===== config.mk =====
export PLATFORM = sky130hd
export DESIGN_NAME = fir_stream_tx_flat
export DESIGN_NICKNAME = d
export VERILOG_FILES = /design/src/rtl/fir_tx_pkg.sv /design/src/rtl/fir_stream_tx_if.sv /design/src/rtl/fir_tx_fifo.sv /design/src/rtl/fir_stream_tx.sv /design/src/flat_wrapper.sv
export SDC_FILE = /design/constraint.sdc
export NUM_CORES = 1
export LEC_CHECK = 0
export CAP_MARGIN = 10
export CORE_UTILIZATION = 40
export CTS_BUF_LIST = sky130_fd_sc_hd__clkbuf_8
export CTS_CLUSTER_DIAMETER = 120
export DETAILED_ROUTE_END_ITERATION = 6
export SLEW_MARGIN = 20
export SYNTH_ARGS = -nofsm -noshare
export SYNTH_HDL_FRONTEND = slang
export SYNTH_SLANG_ARGS = --single-unit

===== constraint.sdc =====
create_clock -name clk -period 4.19 [get_ports clk]
set_clock_uncertainty 0.15 [all_clocks]
set_input_delay 1.257 -clock clk [delete_from_list [all_inputs] [get_ports clk]]
set_output_delay 1.257 -clock clk [all_outputs]
set_load 0.005 [all_outputs]

===== src/rtl/fir_tx_pkg.sv =====
// Shared types and constants for the FIR sample transmitter.
package fir_tx_pkg;
  localparam int TX_DW    = 10;
  localparam int TX_NTAPS = 11;

  // x^4 + x^3 + 1: feedback taps are bits 3 and 2 of a left-shifting register
  localparam logic [3:0] LFSR_SEED = 4'b1001;
  localparam logic [3:0] LFSR_POLY = 4'b1100;

  typedef enum logic [2:0] {
    ST_IDLE  = 3'd0,
    ST_RUN   = 3'd1,
    ST_GAP   = 3'd2,
    ST_DRAIN = 3'd3,
    ST_DONE  = 3'd4
  } state_t;

  function automatic logic [3:0] lfsr_step(input logic [3:0] s);
    return {s[2:0], ^(s & LFSR_POLY)};
  endfunction
endpackage


===== src/rtl/fir_stream_tx_if.sv =====
// Sample-push, control and filter-input stream signals of fir_stream_tx.
interface fir_stream_tx_if
  import fir_tx_pkg::*;
#(
  parameter int DW = TX_DW
) ();
  logic          wr_en;
  logic [DW-1:0] wr_data;
  logic          wr_last;
  logic          full;
  logic          ovf;
  logic          start;
  logic [3:0]    gap;
  logic [DW-1:0] din;
  logic          vin;
  logic          busy;
  logic          end_sim;

  modport master (
    output wr_en, wr_data, wr_last, start, gap,
    input  full, ovf, din, vin, busy, end_sim
  );

  modport slave (
    input  wr_en, wr_data, wr_last, start, gap,
    output full, ovf, din, vin, busy, end_sim
  );
endinterface


===== src/rtl/fir_tx_fifo.sv =====
// Synchronous show-ahead FIFO; dout is the head entry, zero latency from pop to next head.
// Pushes while full are dropped, even when a pop happens in the same cycle.
module fir_tx_fifo #(
  parameter int W     = 11,
  parameter int DEPTH = 16
) (
  input  logic         clk,
  input  logic         rst_n,
  input  logic         push,
  input  logic [W-1:0] din,
  input  logic         pop,
  output logic [W-1:0] dout,
  output logic         full,
  output logic         empty
);
  localparam int AW = $clog2(DEPTH);

  logic [W-1:0] mem [DEPTH];
  logic [AW-1:0] wr_ptr;
  logic [AW-1:0] rd_ptr;
  logic [AW:0]   count;
  logic          push_ok;
  logic          pop_ok;

  assign full    = (count == (AW+1)'(DEPTH));
  assign empty   = (count == '0);
  assign push_ok = push && !full;
  assign pop_ok  = pop && !empty;
  assign dout    = mem[rd_ptr];

  always_ff @(posedge clk) begin
    if (push_ok) mem[wr_ptr] <= din;
  end

  always_ff @(posedge clk) begin
    if (!rst_n) begin
      wr_ptr <= '0;
      rd_ptr <= '0;
      count  <= '0;
    end else begin
      if (push_ok) wr_ptr <= wr_ptr + 1'b1;
      if (pop_ok)  rd_ptr <= rd_ptr + 1'b1;
      case ({push_ok, pop_ok})
        2'b10:   count <= count + 1'b1;
        2'b01:   count <= count - 1'b1;
        default: count <= count;
      endcase
    end
  end
endmodule


===== src/rtl/fir_stream_tx.sv =====
// Rate-controlled FIR sample source: FIFO -> din/vin with programmable gap, drain, then end_sim.
// First vin two edges after start; FIR_TX_LFSR_GAP_EN masks the gap with a 4-bit LFSR.
module fir_stream_tx
  import fir_tx_pkg::*;
#(
  parameter int DW        = TX_DW,
  parameter int DEPTH     = 16,
  parameter int NTAPS     = TX_NTAPS,
  parameter int DRAIN_CYC = 16
) (
  input  logic            clk,
  input  logic            rst_n,
  fir_stream_tx_if.slave  bus,
  input  logic            coef_we,
  input  logic [3:0]      coef_addr,
  input  logic [DW-1:0]   coef_data,
  output logic [DW-1:0]   b0,
  output logic [DW-1:0]   b1,
  output logic [DW-1:0]   b2,
  output logic [DW-1:0]   b3,
  output logic [DW-1:0]   b4,
  output logic [DW-1:0]   b5,
  output logic [DW-1:0]   b6,
  output logic [DW-1:0]   b7,
  output logic [DW-1:0]   b8,
  output logic [DW-1:0]   b9,
  output logic [DW-1:0]   b10
);
  localparam int CW = (DRAIN_CYC > 16) ? $clog2(DRAIN_CYC) : 4;

  state_t        state, state_next;
  logic [CW-1:0] cnt, cnt_next;
  logic          pop;
  logic [DW:0]   head;
  logic          fifo_full;
  logic          fifo_empty;
  logic [3:0]    gap_eff;
  logic [DW-1:0] din_r;
  logic          vin_r;
  logic          ovf_r;
  logic          busy_r;
  logic          end_sim_r;
  logic [DW-1:0] coef [NTAPS];

  fir_tx_fifo #(.W(DW + 1), .DEPTH(DEPTH)) u_fifo (
    .clk   (clk),
    .rst_n (rst_n),
    .push  (bus.wr_en),
    .din   ({bus.wr_last, bus.wr_data}),
    .pop   (pop),
    .dout  (head),
    .full  (fifo_full),
    .empty (fifo_empty)
  );

`ifdef FIR_TX_LFSR_GAP_EN
  logic [3:0] lfsr;

  always_ff @(posedge clk) begin
    if (!rst_n)               lfsr <= LFSR_SEED;
    else if (state == ST_RUN) lfsr <= lfsr_step(lfsr);
  end

  assign gap_eff = bus.gap & lfsr;
`else
  assign gap_eff = bus.gap;
`endif

  always_ff @(posedge clk) begin
    if (!rst_n) begin
      state <= ST_IDLE;
      cnt   <= '0;
    end else begin
      state <= state_next;
      cnt   <= cnt_next;
    end
  end

  // cnt holds the remaining GAP cycles, or DRAIN cycles minus one
  always_comb begin
    state_next = state;
    cnt_next   = cnt;
    pop        = 1'b0;
    case (state)
      ST_IDLE: begin
        if (bus.start && !fifo_empty) state_next = ST_RUN;
      end
      ST_RUN: begin
        if (!fifo_empty) begin
          pop = 1'b1;
          if (head[DW]) begin
            state_next = ST_DRAIN;
            cnt_next   = CW'(DRAIN_CYC - 1);
          end else if (gap_eff != 4'd0) begin
            state_next = ST_GAP;
            cnt_next   = CW'(gap_eff);
          end
        end
      end
      ST_GAP: begin
        if (cnt <= CW'(1)) state_next = ST_RUN;
        else               cnt_next   = cnt - 1'b1;
      end
      ST_DRAIN: begin
        if (cnt == '0) state_next = ST_DONE;
        else           cnt_next   = cnt - 1'b1;
      end
      ST_DONE: begin
        if (bus.start) state_next = ST_IDLE;
      end
      default: state_next = ST_IDLE;
    endcase
  end

  always_ff @(posedge clk) begin
    if (!rst_n) begin
      din_r     <= '0;
      vin_r     <= 1'b0;
      ovf_r     <= 1'b0;
      busy_r    <= 1'b0;
      end_sim_r <= 1'b0;
    end else begin
      vin_r     <= pop;
      if (pop) din_r <= head[DW-1:0];
      ovf_r     <= ovf_r | (bus.wr_en & fifo_full);
      busy_r    <= (state_next != ST_IDLE);
      end_sim_r <= (state == ST_DONE) && !bus.start;
    end
  end

  always_ff @(posedge clk) begin
    if (!rst_n) begin
      for (int i = 0; i < NTAPS; i++) coef[i] <= '0;
    end else if (coef_we && state == ST_IDLE && coef_addr < 4'(NTAPS)) begin
      coef[coef_addr] <= coef_data;
    end
  end

  assign bus.full    = fifo_full;
  assign bus.ovf     = ovf_r;
  assign bus.din     = din_r;
  assign bus.vin     = vin_r;
  assign bus.busy    = busy_r;
  assign bus.end_sim = end_sim_r;

  assign b0  = coef[0];
  assign b1  = coef[1];
  assign b2  = coef[2];
  assign b3  = coef[3];
  assign b4  = coef[4];
  assign b5  = coef[5];
  assign b6  = coef[6];
  assign b7  = coef[7];
  assign b8  = coef[8];
  assign b9  = coef[9];
  assign b10 = coef[10];
endmodule


===== src/flat_wrapper.sv =====
// flat-port wrapper written by rule: the top's interface ports become plain ports
module fir_stream_tx_flat import fir_tx_pkg::*;
#(
  parameter int DW        = TX_DW,
  parameter int DEPTH     = 16,
  parameter int NTAPS     = TX_NTAPS,
  parameter int DRAIN_CYC = 16
)
  (clk, rst_n, coef_we, coef_addr, coef_data, b0, b1, b2, b3, b4, b5, b6, b7, b8, b9, b10, bus_wr_en, bus_wr_data, bus_wr_last, bus_start, bus_gap, bus_full, bus_ovf, bus_din, bus_vin, bus_busy, bus_end_sim);
  fir_stream_tx_if #(.DW(DW)) bus_i ();
  input  logic clk;
  input  logic rst_n;
  input  logic coef_we;
  input  logic [3:0] coef_addr;
  input  logic [DW-1:0] coef_data;
  output logic [DW-1:0] b0;
  output logic [DW-1:0] b1;
  output logic [DW-1:0] b2;
  output logic [DW-1:0] b3;
  output logic [DW-1:0] b4;
  output logic [DW-1:0] b5;
  output logic [DW-1:0] b6;
  output logic [DW-1:0] b7;
  output logic [DW-1:0] b8;
  output logic [DW-1:0] b9;
  output logic [DW-1:0] b10;
  input wire logic [$bits(bus_i.wr_en)-1:0] bus_wr_en;
  input wire logic [$bits(bus_i.wr_data)-1:0] bus_wr_data;
  input wire logic [$bits(bus_i.wr_last)-1:0] bus_wr_last;
  input wire logic [$bits(bus_i.start)-1:0] bus_start;
  input wire logic [$bits(bus_i.gap)-1:0] bus_gap;
  output wire logic [$bits(bus_i.full)-1:0] bus_full;
  output wire logic [$bits(bus_i.ovf)-1:0] bus_ovf;
  output wire logic [$bits(bus_i.din)-1:0] bus_din;
  output wire logic [$bits(bus_i.vin)-1:0] bus_vin;
  output wire logic [$bits(bus_i.busy)-1:0] bus_busy;
  output wire logic [$bits(bus_i.end_sim)-1:0] bus_end_sim;
  assign bus_i.wr_en = bus_wr_en;
  assign bus_i.wr_data = bus_wr_data;
  assign bus_i.wr_last = bus_wr_last;
  assign bus_i.start = bus_start;
  assign bus_i.gap = bus_gap;
  assign bus_full = bus_i.full;
  assign bus_ovf = bus_i.ovf;
  assign bus_din = bus_i.din;
  assign bus_vin = bus_i.vin;
  assign bus_busy = bus_i.busy;
  assign bus_end_sim = bus_i.end_sim;
  fir_stream_tx #(.DW(DW), .DEPTH(DEPTH), .NTAPS(NTAPS), .DRAIN_CYC(DRAIN_CYC)) u_core (.clk(clk), .rst_n(rst_n), .bus(bus_i), .coef_we(coef_we), .coef_addr(coef_addr), .coef_data(coef_data), .b0(b0), .b1(b1), .b2(b2), .b3(b3), .b4(b4), .b5(b5), .b6(b6), .b7(b7), .b8(b8), .b9(b9), .b10(b10));
endmodule

==> impl_metrics.prom <==
# TYPE chip_impl_metric gauge
chip_impl_metric{name="final_wl",unit="microns"} 28300
chip_impl_metric{name="postSynthNetCount",unit=""} 807
chip_impl_info{name="clockRootBuffer",value="clkbuf_8"} 1
chip_impl_info{name="synthDominantAreaCellType",value="edfxtp_1"} 1
chip_impl_metric{name="place.detailed.hpwl",unit="microns"} 19000
chip_impl_metric{name="tritoncts_sink_count",unit=""} 324
chip_impl_metric{name="placement_rows",unit=""} 64
chip_impl_metric{name="dr.first_iter.drc_count",unit=""} 464
chip_impl_metric{name="grt_start_max_net_pins",unit=""} 31
chip_impl_info{name="netlist_top_cells_count",value="edfxtp_1 (276), nor2_1 (126), nand2_1 (57), mux4_2 (53), dfxtp_1 (48)"} 1
chip_impl_metric{name="yosys_reg_bits",unit=""} 324
chip_impl_metric{name="finalSetupViolations",unit=""} 0
chip_impl_metric{name="design.die.area",unit="sq mm"} 0.0318
chip_impl_info{name="critPathCaptureType",value="output pin"} 1
chip_impl_metric{name="post_synthesis_cell_area",unit="sq mm"} 0.0124
chip_impl_info{name="critical_setup_path_kind",value="reg -> out"} 1
chip_impl_info{name="run_status",value="completed"} 1
chip_impl_metric{name="wl_per_cell",unit="microns"} 20.0
chip_impl_info{name="most_frequent_cell_after_synthesis",value="edfxtp_1"} 1
chip_impl_metric{name="io-pin-count",unit=""} 159
chip_impl_metric{name="die_width",unit="microns"} 178
chip_impl_metric{name="mapped_cells",unit=""} 760
chip_impl_metric{name="final-max-slew-violation-count",unit=""} 0
chip_impl_metric{name="setup_slack",unit="ns"} 0.822
chip_impl_metric{name="vias",unit=""} 7187
chip_impl_metric{name="synth_enable_flop_cells",unit=""} 276
chip_impl_metric{name="ant_nets",unit=""} 0
chip_impl_metric{name="antenna-diode-count",unit=""} 0
chip_impl_metric{name="synth.distinct_cells",unit=""} 51
chip_impl_metric{name="vdd_drop_max",unit="mV"} 0.220
chip_impl_metric{name="wire_length_of_the_first_global_routing_pass",unit="microns"} 42400
chip_impl_metric{name="post_drt_via_cell_ratio",unit=""} 5.09
chip_impl_metric{name="antenna_found_initial",unit=""} 0
chip_impl_metric{name="numCtsBuffers",unit=""} 52
chip_impl_metric{name="drc",unit=""} 0
chip_impl_metric{name="core",unit="sq mm"} 0.0306
chip_impl_metric{name="hold_viol_final",unit=""} 0
chip_impl_metric{name="achievable_freq",unit="MHz"} 297
chip_impl_metric{name="maxcap_violations",unit=""} 0
chip_impl_metric{name="worstSkewPairLatency",unit="ns"} 0.58
chip_impl_metric{name="synth-async-reset-ratio",unit="%"} 0
chip_impl_metric{name="critical_path_arrival",unit="ns"} 1.96
chip_impl_metric{name="gr-usage-all-layers",unit="%"} 18.1
chip_impl_metric{name="io_buffers",unit=""} 158
chip_impl_metric{name="synth.yosys.seq_area_share",unit="%"} 74.3
chip_impl_metric{name="layout_worst_path_cycle_share",unit="%"} 80.4
chip_impl_metric{name="die_height",unit="microns"} 178
chip_impl_metric{name="worst_path_max_fanout",unit=""} 5
chip_impl_metric{name="synth.top_cell.area_share",unit="%"} 66.6
chip_impl_info{name="holdCritPathClass",value="reg -> reg"} 1
chip_impl_info{name="ys.flop_type",value="edfxtp_1"} 1
chip_impl_metric{name="post-place-ws",unit="ns"} 0.221
chip_impl_metric{name="grt_overflow_total",unit=""} 0
chip_impl_metric{name="gpl.final_weighted_congestion",unit=""} 0.803
chip_impl_metric{name="synthesis.yosys.warnings",unit=""} 0
chip_impl_metric{name="layout-area-overhead-vs-synth",unit="%"} 26.2
chip_impl_metric{name="h-tree-depth",unit=""} 2
chip_impl_metric{name="post-cts-setup-buffer-count",unit=""} 0
chip_impl_metric{name="syn-mean-instance-area",unit="sq um"} 16.4
chip_impl_metric{name="final_layout_size_suffix_gt1_share",unit="%"} 17.6
chip_impl_metric{name="floorplan.initialDensity",unit="%"} 40.7
chip_impl_metric{name="cellLeakagePower",unit="nW"} 5.36
chip_impl_metric{name="clockBufferDepth",unit=""} 3
chip_impl_metric{name="fillers",unit=""} 2574
chip_impl_metric{name="worst_slew_margin_rel",unit="%"} 42.5
chip_impl_info{name="startpoint_class",value="flop"} 1
chip_impl_metric{name="final.setup.tns",unit="ns"} 0
chip_impl_info{name="rsz0062_at_grt",value="false"} 1
chip_impl_metric{name="tightest_slew",unit="ns"} 0.861
chip_impl_metric{name="final_period_minus_worst_setup_slack",unit="ns"} 3.37
chip_impl_metric{name="crit_required",unit="ns"} 2.78
chip_impl_metric{name="power_per_cell_area",unit="mW/mm^2"} 450
chip_impl_metric{name="grt_pass1_vias",unit=""} 7054
chip_impl_metric{name="nNetsFinal",unit=""} 1023
chip_impl_metric{name="cts.clk_slew.worst_paths",unit="ns"} 0.06
chip_impl_metric{name="holdBufCountCts",unit=""} 0
chip_impl_info{name="netlist_top_cells_area",value="edfxtp_1 (67%), mux4_2 (9.6%), dfxtp_1 (7.7%)"} 1
chip_impl_metric{name="total_power_after_layout",unit="mW"} 7.07
chip_impl_info{name="cts_tree",value="built"} 1
chip_impl_metric{name="drt-pass1-iter-count",unit=""} 6
chip_impl_metric{name="cts-resized-gates",unit=""} 0
[worst paths after layout]
check / startpoint / end / slack [ns] / depth (start not counted)
hold / removal: u_core.bus.din[7] / u_core.bus.din[7] / 0.31 / 2
setup / recovery: u_core.u_fifo.count[1] / bus_full / 0.82 / 3
setup reg to reg: u_core.u_fifo.count[1] / u_core.u_fifo.count[4] / 0.89 / 11
hold reg to reg: u_core.bus.din[7] / u_core.bus.din[7] / 0.31 / 2
[kinds of logic after synthesis]
| family | share of synthesized area, % |
|---|---|
| flops | 74.3 |
| simple gates | 8.16 |
| buf+inv | 2.12 |
| mux | 10.4 |
| compound gates | 2.90 |
| fa+ha+maj | 1.37 |
| xor+xnor | 0.704 |
[through the flow]
| step | hold WS, ns | util [%] | cells | cell area (sq um) |
|---|---|---|---|---|
| after global placement | 0.302 | 48.2 | 1318 | 14700 |
| final | 0.311 | 51.4 | 1412 | 15700 |
| after detailed placement | 0.309 | 48.2 | 1318 | 14700 |
| after global routing | 0.339 | 51.4 | 1412 | 15700 |
| after floorplan | 0.303 | - | 760 | 12400 |
| after CTS | 0.317 | 51.4 | 1412 | 15700 |
[layer usage]
metal	vias up	wire, microns	part of all wire, %	global-route usage [%]
met3	49	2240	7.9	3.75
met2	293	13700	48	30.7
met1	3553	11800	42	23.5
li1	3292	-	-	-
met5	-	0	0	0
met4	0	490	1.7	5.08
[critical path, cell delays in order (launching register included)]
cell	delay (ns)
dfxtp_1	0.35
nor4_1	0.34
and2_1	0.19
clkdlybuf4s50_1	0.50
[cell type report]
class                           instances  area [sq um]  area share [%]
Clock inverter                         34           140           0.892
Clock buffer                           60           826            5.26
Timing Repair Buffer                  207          1960            12.5
Tap cell                              396           495            3.15
Multi-Input combinational cell        369          2950            18.8
Sequential cell                       324          9250            58.9
Inverter                               22          82.6           0.526
[layout by cell type, fill, tap and decap left out, types with 5 or more instances in the layout]
cell	netlist	final
a21oi_1	20	20
a2bb2oi_1	7	7
buf_4	0	48
clkbuf_8	0	60
clkdlybuf4s50_1	0	158
clkinv_1	1	14
dfxtp_1	48	46
edfxtp_1	276	276
ha_1	12	12
inv_1	21	36
mux4_2	53	53
nand2_1	57	57
nor2_1	126	126
nor2b_1	7	7
o21ai_0	8	8
o22ai_1	5	5
xor2_1	7	7
[state kept, by name (all words and copies together) (netlist names), named ones only]
| name | flops |
|---|---|
| u_core.u_fifo.mem | 176 |
| u_core.coef | 110 |
| u_core.bus.din | 10 |
| u_core.u_fifo.count | 5 |
| u_core.cnt | 4 |
| u_core.u_fifo.rd_ptr | 4 |
| u_core.u_fifo.wr_ptr | 4 |
| u_core.state | 3 |
| u_core.bus.busy | 1 |
| u_core.bus.end_sim | 1 |
| u_core.bus.ovf | 1 |
| u_core.bus.vin | 1 |
[report_power, final]
group          switching (mW)  internal, mW  total, mW
logic                   0.420         0.436      0.856
clock network            1.19          1.30       2.49
registers               0.101          3.62       3.72
Power figures use the tool's default switching activity.
